===== src/rtl/fetch_stage_pkg.sv =====
// Shared encodings and helpers for the instruction-fetch stage.
package fetch_stage_pkg;

    typedef enum logic [1:0] {
        StReset   = 2'd0,
        StFetch   = 2'd1,
        StDiscard = 2'd2
    } fetch_state_e;

    localparam logic [31:0] DefaultResetPc = 32'h0000_0000;

    function automatic logic [31:0] word_align(input logic [31:0] addr);
        return addr & 32'hFFFF_FFFC;
    endfunction

endpackage


===== src/rtl/fetch_skid_buf.sv =====
// One-entry instruction/PC buffer that catches memory data while decode is stalled.
module fetch_skid_buf (
    input  logic        clk,
    input  logic        rst,
    input  logic        load,
    input  logic        drain,
    input  logic        flush,
    input  logic [31:0] instr_in,
    input  logic [31:0] pc_in,
    output logic        valid,
    output logic [31:0] instr,
    output logic [31:0] pc
);

    logic        valid_q;
    logic [31:0] instr_q;
    logic [31:0] pc_q;

    always_ff @(posedge clk or posedge rst) begin
        if (rst) begin
            valid_q <= 1'b0;
            instr_q <= '0;
            pc_q    <= '0;
        end else if (flush) begin
            valid_q <= 1'b0;
        end else if (load) begin
            valid_q <= 1'b1;
            instr_q <= instr_in;
            pc_q    <= pc_in;
        end else if (drain) begin
            valid_q <= 1'b0;
        end
    end

    assign valid = valid_q;
    assign instr = instr_q;
    assign pc    = pc_q;

endmodule


===== src/rtl/fetch_stage.sv =====
// Instruction fetch: owns the PC, drives the imem req/ack handshake and the IF/ID register.
module fetch_stage
    import fetch_stage_pkg::*;
#(
    parameter logic [31:0] RESET_PC = DefaultResetPc
) (
    input  logic        clk,
    input  logic        rst,
    output logic        imem_req,
    output logic [31:0] imem_addr,
    input  logic        imem_ack,
    input  logic [31:0] imem_rdata,
    input  logic        redirect_valid,
    input  logic [31:0] redirect_pc,
    input  logic        stall,
    output logic        instr_valid,
    output logic [31:0] instr_out,
    output logic [31:0] pc_out,
    output logic [31:0] pc_plus4_out
);

    fetch_state_e state_q, state_d;
    logic [31:0]  pc_q, pc_d;
    logic [31:0]  disc_addr_q, disc_addr_d;

    logic         valid_q, valid_d;
    logic [31:0]  instr_q, instr_d;
    logic [31:0]  opc_q, opc_d;
    logic [31:0]  opc4_q, opc4_d;

    logic         skid_valid, skid_load, skid_drain;
    logic [31:0]  skid_instr, skid_pc;
    logic         fetch_ack, out_free;

    assign imem_req  = (state_q != StReset) && !skid_valid;
    assign fetch_ack = imem_req && imem_ack && (state_q == StFetch);
    assign out_free  = !valid_q || !stall;

    always_comb begin
        case (state_q)
            StFetch:   imem_addr = pc_q;
            StDiscard: imem_addr = disc_addr_q;
            default:   imem_addr = '0;
        endcase
    end

    always_comb begin
        state_d     = state_q;
        pc_d        = pc_q;
        disc_addr_d = disc_addr_q;

        if (redirect_valid) begin
            pc_d = word_align(redirect_pc);
        end else if (fetch_ack) begin
            pc_d = pc_q + 32'd4;
        end

        case (state_q)
            StReset: state_d = StFetch;
            StFetch: begin
                // An unacked request cannot be withdrawn; remember it and swallow its data.
                if (redirect_valid && imem_req && !imem_ack) begin
                    disc_addr_d = pc_q;
                    state_d     = StDiscard;
                end
            end
            StDiscard: begin
                if (imem_ack) state_d = StFetch;
            end
            default: state_d = StReset;
        endcase
    end

    always_comb begin
        valid_d    = valid_q;
        instr_d    = instr_q;
        opc_d      = opc_q;
        opc4_d     = opc4_q;
        skid_load  = 1'b0;
        skid_drain = 1'b0;

        if (redirect_valid) begin
            valid_d = 1'b0;
        end else if (out_free) begin
            if (skid_valid) begin
                valid_d    = 1'b1;
                instr_d    = skid_instr;
                opc_d      = skid_pc;
                opc4_d     = skid_pc + 32'd4;
                skid_drain = 1'b1;
            end else if (fetch_ack) begin
                valid_d = 1'b1;
                instr_d = imem_rdata;
                opc_d   = pc_q;
                opc4_d  = pc_q + 32'd4;
            end else begin
                valid_d = 1'b0;
            end
        end else if (fetch_ack) begin
            skid_load = 1'b1;
        end
    end

    always_ff @(posedge clk or posedge rst) begin
        if (rst) begin
            state_q     <= StReset;
            pc_q        <= RESET_PC;
            disc_addr_q <= '0;
            valid_q     <= 1'b0;
            instr_q     <= '0;
            opc_q       <= '0;
            opc4_q      <= '0;
        end else begin
            state_q     <= state_d;
            pc_q        <= pc_d;
            disc_addr_q <= disc_addr_d;
            valid_q     <= valid_d;
            instr_q     <= instr_d;
            opc_q       <= opc_d;
            opc4_q      <= opc4_d;
        end
    end

    fetch_skid_buf u_skid (
        .clk      (clk),
        .rst      (rst),
        .load     (skid_load),
        .drain    (skid_drain),
        .flush    (redirect_valid),
        .instr_in (imem_rdata),
        .pc_in    (pc_q),
        .valid    (skid_valid),
        .instr    (skid_instr),
        .pc       (skid_pc)
    );

    assign instr_valid  = valid_q;
    assign instr_out    = instr_q;
    assign pc_out       = opc_q;
    assign pc_plus4_out = opc4_q;

endmodule


===== config.mk =====
export PLATFORM = sky130hd
export DESIGN_NAME = fetch_stage
export DESIGN_NICKNAME = d
export VERILOG_FILES = /design/src/rtl/fetch_stage_pkg.sv /design/src/rtl/fetch_skid_buf.sv /design/src/rtl/fetch_stage.sv
export SDC_FILE = /design/constraint.sdc
export NUM_CORES = 1
export LEC_CHECK = 0
export CAP_MARGIN = 20
export CORE_MARGIN = 2
export CORE_UTILIZATION = 48
export DETAILED_ROUTE_END_ITERATION = 8
export GPL_TIMING_DRIVEN = 0
export HOLD_SLACK_MARGIN = 0.08
export PLACE_DENSITY_LB_ADDON = 0.15
export SETUP_SLACK_MARGIN = 0.4
export SLEW_MARGIN = 10
export SYNTH_ARGS = -nofsm -noshare
export SYNTH_HDL_FRONTEND = slang
export SYNTH_SLANG_ARGS = --single-unit

===== constraint.sdc =====
create_clock -name clk -period 6.35 [get_ports clk]
set_input_delay 0.9525 -clock clk [delete_from_list [all_inputs] [get_ports clk]]
set_output_delay 0.9525 -clock clk [all_outputs]
set_load 0.05 [all_outputs]

==> impl_metrics.ini <==
[layout]
fillers = 1916
drive_gt1_share_pct = 13.72
mostFrequentLayoutCell = dfrtp_1
area_growth_syn_to_layout_pct = 28.91
final_cell_mix = dfrtp_1 (218), clkdlybuf4s50_1 (190), nand2_1 (143), o21ai_0 (111), mux2_2 (89)
fin_cells = 1604
nNetsFinal = 1380
diodes = 0

[synth]
syn_avg_cell_area_um2 = 10.37
synth_area_leaders = dfrtp_1 (49%), mux2_2 (9.0%), mux2i_1 (6.6%)
synth_edf_count = 0
yosysSeqAreaShare_pct = 48.87
syn_inst = 1077
async_flop_share_pct = 100.0
ys_types = 59
syn_area_mm2 = 0.01116
synthDominantCellAreaShare_pct = 48.87
synth-seq-cells = 218
synth_area_leader_cell = dfrtp_1
yosys_warnings = 0
synth-main-ff-cell = dfrtp_1

[timing]
max-slew-margin-rel_pct = 37.00
hold_viol_final = 0
period_share_pct = 63.42
slew_viol_final = 0
fin_skew_ns = 0.009448
worst_pin_slew_ns = 0.9450
fin_crit_ns = 4.027
fmaxAchievable_mhz = 248.3
finalSetupViolCount = 0
rsz0062_at_grt = false
setup_tns_ns = 0

[clock_tree]
post_cts_buffers = 0
cts_root_buf = clkbuf_16
cts_made_buffers = 24
cts_resized = 0
clock-sinks = 218
cts_tree = done
clk_latency_ns = 0.51
htreeDepth = 1
clk_path_buf_depth = 3
hold_buffers = 0
clkSlewWorstSetupHoldPaths_ns = 0.06

[floorplan]
die_area_mm2 = 0.02449
io_pins = 199
die_h_um = 156.5
die_w_um = 156.5
coreArea_mm2 = 0.02271
initial_core_util_pct = 49.16
placementRows = 55

[setup_path]
cp_max_fo = 10
worstReg2RegStart = state_q[0]
crit_required_ns = 5.40
end_kind = output port
arrival_ns = 3.07
critPathKind = reg -> out
critPathLaunchType = flop
critPathLaunch = state_q[1]

[detailed_routing]
vias = 8980
drcViolationCount = 0
drt_iter0_drc = 750
routed_wl_um = 30660
wire_per_inst_um = 19.11
antenna_left = 0
dr.pass1.iters = 5
viasPerCell = 5.599

[placement]
hpwlAfterDp_um = 22770
io_buffers = 190
gp_congestion = 0.9153
placed_cells = 1563

[global_routing]
grtUsageMet2_pct = 39.35
busiest_layer = met2
use_met3_pct = 3.295
grt_first_pass_wirelength_um = 48850
grt_max_degree = 38
use_met1_pct = 37.69
grt_pass1_vias = 8937
grtUsageTotal_pct = 25.30
grt_overflow_total = 0
antenna_found_initial = 0

[flow_run]
maxCapViolCount = 0

[power_and_ir_drop]
p_clk_share_pct = 22.0
p_total_mw = 6.614
ir_worst_vdd_v = 0.0003333
leakagePower_nw = 5.929
combPwrFrac_pct = 45.7
power_frac_seq_pct = 32.4
power_switching_mw = 2.812
p_per_area_mw_per_mm2 = 459.6
swShare_pct = 42.52
p_int_mw = 3.802

[hold_path]
min_from = instr_out[26]
min_path_type = reg -> reg

[outcome]
status = finished, final reports clean
[kinds of logic after synthesis]
family | count (synthesis) | synth area share (%)
adder cells (fa/ha/maj) | 7 | 0.7845
multiplexers | 163 | 15.61
AO/OA/AOI/OAI | 186 | 9.796
XOR/XNOR | 73 | 5.727
other | 1 | 0.03359
flip-flops | 218 | 48.87
buffers and inverters | 115 | 4.819
AND/OR/NAND/NOR | 314 | 14.36
[sequential cells by signal (all words and copies together) (netlist names)]
name / flops
u_skid.instr: 32
pc_q: 30
u_skid.valid: 1
state_q: 2
pc_plus4_out: 30
pc_out: 30
instr_out: 32
instr_valid: 1
disc_addr_q: 30
u_skid.pc: 30
[metrics by stage]
stage          hold slack [ns]  worst slack [ns]  util (%)  instance area [um2]
2_1_floorplan           0.4803             2.557         -                11190
3_3_place_gp            0.4599            0.7984     59.20                13440
3_5_place_dp            0.4696             2.389     59.73                13560
4_1_cts                 0.4826             2.294     63.37                14390
5_1_grt                 0.5047             2.125     63.37                14390
6_report                0.4740             2.323     63.37                14390
[synth_stat cells, types with 22 or more instances]
| cell type | instances |
|---|---|
| clkbuf_1 | 61 |
| o21ai_0 | 111 |
| nor3_1 | 22 |
| nand2_1 | 143 |
| xor2_1 | 30 |
| mux2_2 | 89 |
| nor2b_1 | 32 |
| a22oi_1 | 30 |
| mux2i_1 | 74 |
| dfrtp_1 | 218 |
| xnor2_1 | 43 |
| nand3_1 | 23 |
[critical path, stage by stage (launching register included)]
cell,delay (ns)
dfrtp_1,0.41
inv_1,0.13
ha_1,0.16
clkbuf_1,0.25
clkbuf_1,0.45
a22oi_1,0.19
nor2b_1,0.17
clkdlybuf4s50_1,0.82
[per-layer routing]
layer  wire, um  share of wire [%]
met4        595                1.9
met2      14000                 46
met1      14150                 46
met5          0                  0
met3       1912                6.2
[power by group through the flow]
stage	clock network [mW]	registers, mW	logic, mW
after floorplan	0	3.01	1.14
after CTS	1.47	2.14	3.05
after detailed placement	0	2.16	3.03
after global placement	0	2.14	2.99
final	1.45	2.14	3.02
after global routing	1.53	2.20	3.22
[final cells by class]
type | count | area, um2 | area share (%)
Buffer | 105 | 500.5 | 3.478
Sequential cell | 218 | 5455 | 37.91
Inverter | 10 | 41.29 | 0.2869
Tap cell | 285 | 356.6 | 2.478
Clock buffer | 33 | 705.7 | 4.904
Clock inverter | 8 | 120.1 | 0.8347
Multi-Input combinational cell | 749 | 5189 | 36.06
Timing Repair Buffer | 196 | 2022 | 14.05
[final timing paths]
check                                  end  slack (ns)  cells after the start
hold reg to reg              instr_out[26]        0.47                      2
setup / recovery             imem_addr[23]        2.32                      7
max in group asynchronous       pc_out[11]        4.64                      4
hold / removal               instr_out[26]        0.47                      2
min in group asynchronous    instr_out[26]        0.87                      2
setup reg to reg           pc_plus4_out[5]        3.05                      9
Note: power is estimated with default switching activity, not from simulation.
